[src/rtl/fir_coef_loader_if.sv]
// Coefficient-set handshake between the coefficient source and the loader.
// A set transfers on any rising edge where coef_valid and coef_ready are both high.
interface fir_coef_loader_if #(
    parameter int TOT = 32
);
    logic           coef_valid;
    logic [TOT-1:0] coef_data;
    logic           coef_ready;

    modport master (output coef_valid, output coef_data, input coef_ready);
    modport slave  (input coef_valid, input coef_data, output coef_ready);
endinterface

[src/rtl/fir_coef_loader.sv]
// Loads a parallel coefficient set and serializes it MSB-first onto the FIR
// coefficient shift chain, one bit per shiftEn cycle, then pulses done.
module fir_coef_loader #(
    parameter  int NTAPS = 4,
    parameter  int CW    = 8,
    localparam int TOT   = NTAPS * CW,
    localparam int CNTW  = $clog2(TOT + 1)
) (
    input  logic              ph1,
    input  logic              reset,
    fir_coef_loader_if.slave  cif,
    input  logic              abort,
    output logic              shiftIn,
    output logic              shiftEn,
    output logic              busy,
    output logic              done,
    output logic [1:0]        state_dbg
);

    typedef enum logic [1:0] {
        S_IDLE  = 2'd0,
        S_SHIFT = 2'd1,
        S_DONE  = 2'd2
    } state_t;

    state_t          state_q;
    logic [TOT-1:0]  sreg_q;
    logic [TOT-1:0]  sreg_d;
    logic [CNTW-1:0] cnt_q;
    logic            ready_q;
    logic            shift_in_q;
    logic            shift_en_q;
    logic            busy_q;
    logic            done_q;

    assign sreg_d         = {sreg_q[TOT-2:0], 1'b0};
    assign cif.coef_ready = ready_q;
    assign shiftIn        = shift_in_q;
    assign shiftEn        = shift_en_q;
    assign busy           = busy_q;
    assign done           = done_q;
    assign state_dbg      = state_q;

    // shiftIn is a flop loaded with the bit for the coming cycle, so it is
    // stable for the whole cycle the filter shifts on.
    always_ff @(posedge ph1 or negedge reset) begin
        if (!reset) begin
            state_q    <= S_IDLE;
            sreg_q     <= '0;
            cnt_q      <= '0;
            ready_q    <= 1'b0;
            shift_in_q <= 1'b0;
            shift_en_q <= 1'b0;
            busy_q     <= 1'b0;
            done_q     <= 1'b0;
        end else begin
            case (state_q)
                S_IDLE: begin
                    ready_q <= 1'b1;
                    if (cif.coef_valid && ready_q) begin
                        state_q    <= S_SHIFT;
                        sreg_q     <= cif.coef_data;
                        cnt_q      <= CNTW'(TOT);
                        ready_q    <= 1'b0;
                        shift_in_q <= cif.coef_data[TOT-1];
                        shift_en_q <= 1'b1;
                        busy_q     <= 1'b1;
                    end
                end
                S_SHIFT: begin
                    if (abort) begin
                        state_q    <= S_IDLE;
                        sreg_q     <= '0;
                        cnt_q      <= '0;
                        ready_q    <= 1'b1;
                        shift_in_q <= 1'b0;
                        shift_en_q <= 1'b0;
                        busy_q     <= 1'b0;
                    end else begin
                        sreg_q <= sreg_d;
                        cnt_q  <= cnt_q - 1'b1;
                        if (cnt_q == CNTW'(1)) begin
                            state_q    <= S_DONE;
                            shift_in_q <= 1'b0;
                            shift_en_q <= 1'b0;
                            busy_q     <= 1'b0;
                            done_q     <= 1'b1;
                        end else begin
                            shift_in_q <= sreg_q[TOT-2];
                        end
                    end
                end
                S_DONE: begin
                    state_q <= S_IDLE;
                    done_q  <= 1'b0;
                    ready_q <= 1'b1;
                end
                default: begin
                    state_q    <= S_IDLE;
                    ready_q    <= 1'b0;
                    shift_en_q <= 1'b0;
                    busy_q     <= 1'b0;
                    done_q     <= 1'b0;
                end
            endcase
        end
    end

endmodule

[src/flat_wrapper.sv]
// flat-port wrapper written by rule: the top's interface ports become plain ports
module fir_coef_loader_flat 
#(
    parameter  int NTAPS = 4,
    parameter  int CW    = 8,
    localparam int TOT   = NTAPS * CW,
    localparam int CNTW  = $clog2(TOT + 1)
)
  (ph1, reset, abort, shiftIn, shiftEn, busy, done, state_dbg, cif_coef_valid, cif_coef_data, cif_coef_ready);
  fir_coef_loader_if #(.TOT((32))) cif_i ();
  input  logic ph1;
  input  logic reset;
  input  logic abort;
  output logic shiftIn;
  output logic shiftEn;
  output logic busy;
  output logic done;
  output logic [1:0] state_dbg;
  input wire logic [$bits(cif_i.coef_valid)-1:0] cif_coef_valid;
  input wire logic [$bits(cif_i.coef_data)-1:0] cif_coef_data;
  output wire logic [$bits(cif_i.coef_ready)-1:0] cif_coef_ready;
  assign cif_i.coef_valid = cif_coef_valid;
  assign cif_i.coef_data = cif_coef_data;
  assign cif_coef_ready = cif_i.coef_ready;
  fir_coef_loader #(.NTAPS(NTAPS), .CW(CW)) u_core (.ph1(ph1), .reset(reset), .cif(cif_i), .abort(abort), .shiftIn(shiftIn), .shiftEn(shiftEn), .busy(busy), .done(done), .state_dbg(state_dbg));
endmodule
[config.mk]
export PLATFORM = sky130hd
export DESIGN_NAME = fir_coef_loader_flat
export DESIGN_NICKNAME = d
export VERILOG_FILES = /design/src/rtl/fir_coef_loader_if.sv /design/src/rtl/fir_coef_loader.sv /design/src/flat_wrapper.sv
export SDC_FILE = /design/constraint.sdc
export NUM_CORES = 1
export LEC_CHECK = 0
export CAP_MARGIN = 25
export CELL_PAD_IN_SITES_DETAIL_PLACEMENT = 1
export CELL_PAD_IN_SITES_GLOBAL_PLACEMENT = 1
export CORE_MARGIN = 1
export CORE_UTILIZATION = 40
export DETAILED_ROUTE_END_ITERATION = 10
export GPL_TIMING_DRIVEN = 0
export PLACE_DENSITY_LB_ADDON = 0.1
export SYNTH_ARGS = -nofsm -noshare
export SYNTH_HDL_FRONTEND = slang
export SYNTH_SLANG_ARGS = --single-unit
[constraint.sdc]
create_clock -name ph1 -period 1.98 [get_ports ph1]
set_clock_uncertainty 0.15 [all_clocks]
set_input_delay 0.495 -clock ph1 [delete_from_list [all_inputs] [get_ports ph1]]
set_output_delay 0.495 -clock ph1 [all_outputs]
set_load 0.005 [all_outputs]
==> flow_summary.yaml, run 1 <==
outcome:
  status: "complete, no violations"
yosys:
  synthTopCellsByArea: "dfrtp_1 50%, a221o_1 12%, nor3b_1 8.7%"
  avgSynthCellArea_sq_um: 10.9
  synth-seq-area-share_pct: 49.8
  ys.warnings.count: 0
  synthAdderAreaFrac_pct: 3.47
  netlist_instances: 198
  synth_area_leader_cell: "dfrtp_1"
  synth_area_sq_um: 2160
  synth_top_area_share_pct: 49.8
  synthesis.nets: 240
  yosysUniqueCellTypes: 32
  synth_xor_area_share_pct: 0
  synth_compound_area_share_pct: 21.5
  synthMuxAreaShare_pct: 0
  synth-simple-area-share_pct: 18.4
  ys_ff_latch: 43
  synth_top_family_by_area: "compound AO/OA/AOI/OAI gates"
timing:
  worst_slew_pin_slew_ns: 0.504
  maxSlewViolCount: 0
  relSlewSlack_pct: 66.4
  fmax_ghz: 0.506
  setup_ws_ns: 0.00334
  period_share_pct: 99.8
  finalSetupTns_ns: 0
  period_minus_slack_ns: 1.98
  rsz0062_at_grt: "true"
  setup_violations: 0
  hold_violations: 0
finish:
  syn_to_final_growth_pct: 37.7
  layout_commonest_cell: "dfrtp_1"
  drive_gt1_share_pct: 19.2
  most-common-layout-cells: "41 x dfrtp_1, 39 x clkdlybuf4s50_1, 25 x a221o_1"
  postLayoutCellArea_sq_um: 2980
  fin_nets: 307
  n_antenna_cell: 0
worst_hold_path:
  hold_start: "u_core.sreg_q[28]"
  hold_path.class: "flip-flop to flip-flop"
setup_path:
  critical_path_class: "flip-flop to flip-flop"
  critPathArrivalTime_ns: 2.01
  startpoint_type: "flip-flop"
  required_ns: 2.02
  r2r_start: "u_core.state_dbg[0]"
  cp_max_fo: 8
  worst_setup_path_end_kind: "flip-flop"
  crit_path_start: "u_core.state_dbg[0]"
routing:
  antenna_left: 0
  via_per_inst: 5.36
  drc_errors: 0
  top_layer: "met4"
  drt_wl_total_mm: 5.65
  wl_met2_mm: 2.87
  route.layer.met1.wl_mm: 2.60
  dr.pass1.iters: 4
  drt_iter0_drc: 93
  routedWlPerCell_um: 16.8
  wl_met3_um: 121
  vias: 1801
grt:
  antenna_found_initial: 0
  grt_max_degree: 26
  grt_pass1_wl_mm: 9.04
  grt_use_total_pct: 21.6
  grt-ovfl-total: 0
  grt_pass1_vias: 1824
place:
  gp_congestion: 0.753
  post-dp-hpwl_mm: 3.76
  portBuffers: 42
  post-place-ws_ns: -0.320
  post_dp_cell_area_sq_um: 2680
clocking:
  cts_max_level: 2
  clk_latency_ns: 0.30
  clkTransAtPathRegs_ns: 0.08
  numCtsBuffers: 5
  cts_root_buffer: "clkbuf_8"
  clock_tree.buffer_depth: 2
  cts.sinks: 43
  cts_tree: "yes"
floorplanning:
  dieArea_sq_um: 5700
  num_rows: 26
  die_height_um: 75.5
  pin_count: 43
  fp.dieW_um: 75.5
  core_sq_um: 5140
  start_util_pct: 42.0
power_and_ir_drop:
  ir_drop_mv: 0.625
  p_leak_uw: 0.00128
  p_per_area_nw_per_um2: 1500
job:
  maxCapViolations: 0
## timing repair
item,in CTS,in global routing
setup endpoints to repair,40,42
buffers inserted,7,7
pin swaps,0,6
cloned,2,1
gates resized for setup,11,14
endpoints found under the hold margin,5,0
hold buffers,1,0
## per-layer routing
metal / vias up / GRT usage, %
met2: 29 / 36.5
met4: 0 / 5.76
li1: 866 / -
met3: 5 / 4.37
met1: 901 / 28.4
met5: - / 0
## power breakdown
part           total [uW]  leakage (uW)  switching (uW)  internal (uW)
logic                2380      0.000697            1150           1230
clock network         553     0.0000412             306            247
registers            1540      0.000541             270           1270
## final cells by class
class	instances	area [sq um]
buffer	15	121
clock buffer	6	72.6
inverter	7	26.3
fill	580	2160
timing repair buffer	61	589
clock inverter	2	12.5
multi-input combinational	132	987
tap	70	87.6
sequential	43	1080
## final timing paths
kind / depth (start not counted) / to / slack, ns
max: 7 / u_core.sreg_q[24] / 0.003
min: 2 / u_core.sreg_q[28] / 0.35
max reg2reg: 7 / u_core.sreg_q[24] / 0.003
min reg2reg: 2 / u_core.sreg_q[28] / 0.35
max in group asynchronous: 3 / u_core.sreg_q[20] / 0.65
min in group asynchronous: 2 / u_core.sreg_q[25] / 0.53
## stage by stage
step | total power [uW] | utilization [%] | cells | hold WS (ns)
after detailed placement | 3520 | 52.2 | 311 | 0.327
after global placement | 3440 | 51.9 | 310 | 0.312
after CTS | 4290 | 55.8 | 328 | 0.355
after global routing | 4810 | 57.9 | 336 | 0.391
after floorplan | 2880 | - | 198 | 0.0494
final | 4470 | 57.9 | 336 | 0.351
## state kept, by name, indices dropped and copies added, names as in the netlist
register and flops:
u_core.cif.coef_ready 1, u_core.shiftEn 1, u_core.done 1, u_core.sreg_q 31, u_core.cnt_q 6, u_core.shiftIn 1, u_core.state_dbg 2
## cells in the mapped netlist (all sizes together)
cell	instances
nand2	17
a221o	25
buf	12
o21a	1
nor2	8
o32a	1
o31ai	1
ha	6
nand2b	2
inv	7
and3	1
a21oi	10
nand4	1
o21ai	14
o211ai	1
and2	1
or4	1
a32oi	1
nor3	3
a21o	1
nand3	2
clkbuf	4
dfrtp	43
nor2b	7
nor3b	25
a31oi	3
## kinds of logic after synthesis
group,count (synthesis)
adders and majority gates,6
AOI/OAI and AO/OA,58
DFF,43
and+or+nand+nor,68
buffers and inverters,23
## worst max-delay path: stages, from the launching register on
cell and delay (ns):
dfrtp_2 0.42, inv_2 0.07, ha_4 0.17, buf_8 0.12, a31oi_4 0.38, buf_4 0.22
nor3b_1 0.05, a221o_1 0.28
Power figures use the tool's default switching activity.
==> inputs of run 2 (changes only) <==
- PLACE_DENSITY: unset -> 0.91
- PLACE_DENSITY_LB_ADDON: 0.1 -> unset
==> flow_summary.yaml, run 2 (same netlist as run 1, synthesis figures left out) <==
setup_path:
  crit_chain: "buf_4 > clkdlybuf4s50_1"
  worst_setup_path_end_kind: "output port"
  critPathArrivalTime_ns: 1.34
  worst_path_dominant_cell_family: "buffers and inverters"
  required_ns: 1.33
  cpPeakStageDelay_ns: 0.49
  startpoint_type: "flip-flop"
  cp_max_fo: 4
  path_buf_inv: 2
  critPathSlowestCell: "clkdlybuf4s50_1"
  critical_path_class: "flip-flop to output port"
floorplanning:
  start_util_pct: 42.0
  num_rows: 26
  dieArea_sq_um: 5700
  core_sq_um: 5140
  pin_count: 43
  die_height_um: 75.5
  fp.dieW_um: 75.5
finish:
  syn_to_final_growth_pct: 40.0
  multi_input_area_sq_um: 970
  largest_reg_flops: 31
  most-common-layout-cells: "41 x dfrtp_1, 40 x clkdlybuf4s50_1, 25 x nor3b_1, 25 x a221o_1, 24 x buf_4"
  largest-register: "u_core.sreg_q"
  postLayoutCellArea_sq_um: 3020
  fin_nets: 313
  n_antenna_cell: 0
  seq_area_sq_um: 1080
  layout_commonest_cell: "dfrtp_1"
  fillerInstances: 573
  drive_gt1_share_pct: 21.0
  fin_cells: 342
routing:
  antenna_left: 0
  vias: 1911
  dr.pass1.iters: 4
  drt_wl_total_mm: 6.42
  drc_errors: 0
  drt_iter0_drc: 117
  routedWlPerCell_um: 18.8
  via_per_inst: 5.59
timing:
  setup_violations: 2
  rsz0062_at_grt: "true"
  finalSetupTns_ns: -0.0100
  relSlewSlack_pct: 62.1
  period_share_pct: 100
  whs_ns: 0.345
  hold_violations: 0
  fmax_ghz: 0.504
  maxSlewViolCount: 0
  worst_slew_pin_slew_ns: 0.568
  period_minus_slack_ns: 1.99
  setup_ws_ns: -0.00521
place:
  place_inst: 311
  post_dp_cell_area_sq_um: 2680
  post-place-ws_ns: -0.345
  post-dp-hpwl_mm: 4.00
  gp_congestion: 0.785
  portBuffers: 42
job:
  maxCapViolations: 0
grt:
  grt_max_degree: 29
  grt_pass1_wl_mm: 10.0
  grt-ovfl-total: 0
  grt_use_total_pct: 24.7
  grt_pass1_vias: 1953
  antenna_found_initial: 0
clocking:
  clkTransAtPathRegs_ns: 0.09
  cts_max_level: 2
  cts.sinks: 43
  numCtsBuffers: 5
  clk_latency_ns: 0.31
  cts_tree: "yes"
  cts_root_buffer: "clkbuf_8"
  clock_tree.buffer_depth: 2
power_and_ir_drop:
  ir_drop_mv: 0.699
  p_per_area_nw_per_um2: 1560
  p_leak_uw: 0.00130
outcome:
  status: "finished, violations left"
  violations: "setup timing"
worst_hold_path:
  hold_path.class: "flip-flop to flip-flop"
==> run 2: layout make-up <==
| class | instances | area share [%] |
|---|---|---|
| Clock inverter | 3 | 0.496 |
| Clock buffer | 5 | 2.28 |
| Multi-Input combinational cell | 132 | 32.1 |
| Inverter | 7 | 0.869 |
| Timing Repair Buffer | 68 | 21.7 |
| Tap cell | 70 | 2.90 |
| Sequential cell | 43 | 35.7 |
| Buffer | 14 | 4.05 |
==> run 2: tightest hold or removal path: stages, from the launching register on <==
cell and delay, ns:
dfrtp_1 0.35, nand2_1 0.05, o21ai_0 0.06
==> run 2: worst paths after layout <==
check | endpoint | startpoint | slack, ns | depth (start not counted)
max | state_dbg[1] | u_core.state_dbg[1] | -0.005 | 2
min | u_core.sreg_q[25] | u_core.sreg_q[25] | 0.34 | 2
max reg2reg | u_core.sreg_q[13] | u_core.state_dbg[1] | 0 | 8
min reg2reg | u_core.sreg_q[25] | u_core.sreg_q[25] | 0.34 | 2
max in group asynchronous | u_core.sreg_q[13] | reset | 0.68 | 3
min in group asynchronous | u_core.cnt_q[4] | reset | 0.50 | 2
==> run 2: repair_timing <==
action | 4_1_cts | 5_1_grt
hold endpoints to repair | 15 | 0
pin swaps | 3 | 6
buffers inserted | 15 | 7
gates cloned | 3 | 0
hold buffers | 1 | 0
setup endpoints to repair | 40 | 43
gates resized for setup | 20 | 8
==> run 2: stage by stage <==
step	utilization [%]	total power [uW]
3_5_place_dp	52.2	3540
3_3_place_gp	51.9	3400
2_1_floorplan	-	2880
6_report	58.8	4720
5_1_grt	58.8	5050
4_1_cts	57.9	4560
==> run 2: layer usage <==
metal	up-vias	GRT usage [%]	wire (um)
li1	879	-	-
met1	968	31.5	2830
met2	51	43.0	3240
met3	13	4.50	196
met4	0	7.41	151
met5	-	0	0
==> run 2: power breakdown <==
part	switching [uW]	leakage (uW)	total, uW	internal, uW
logic	1230	0.000708	2600	1370
clock network	315	0.0000477	557	242
registers	291	0.000541	1560	1270
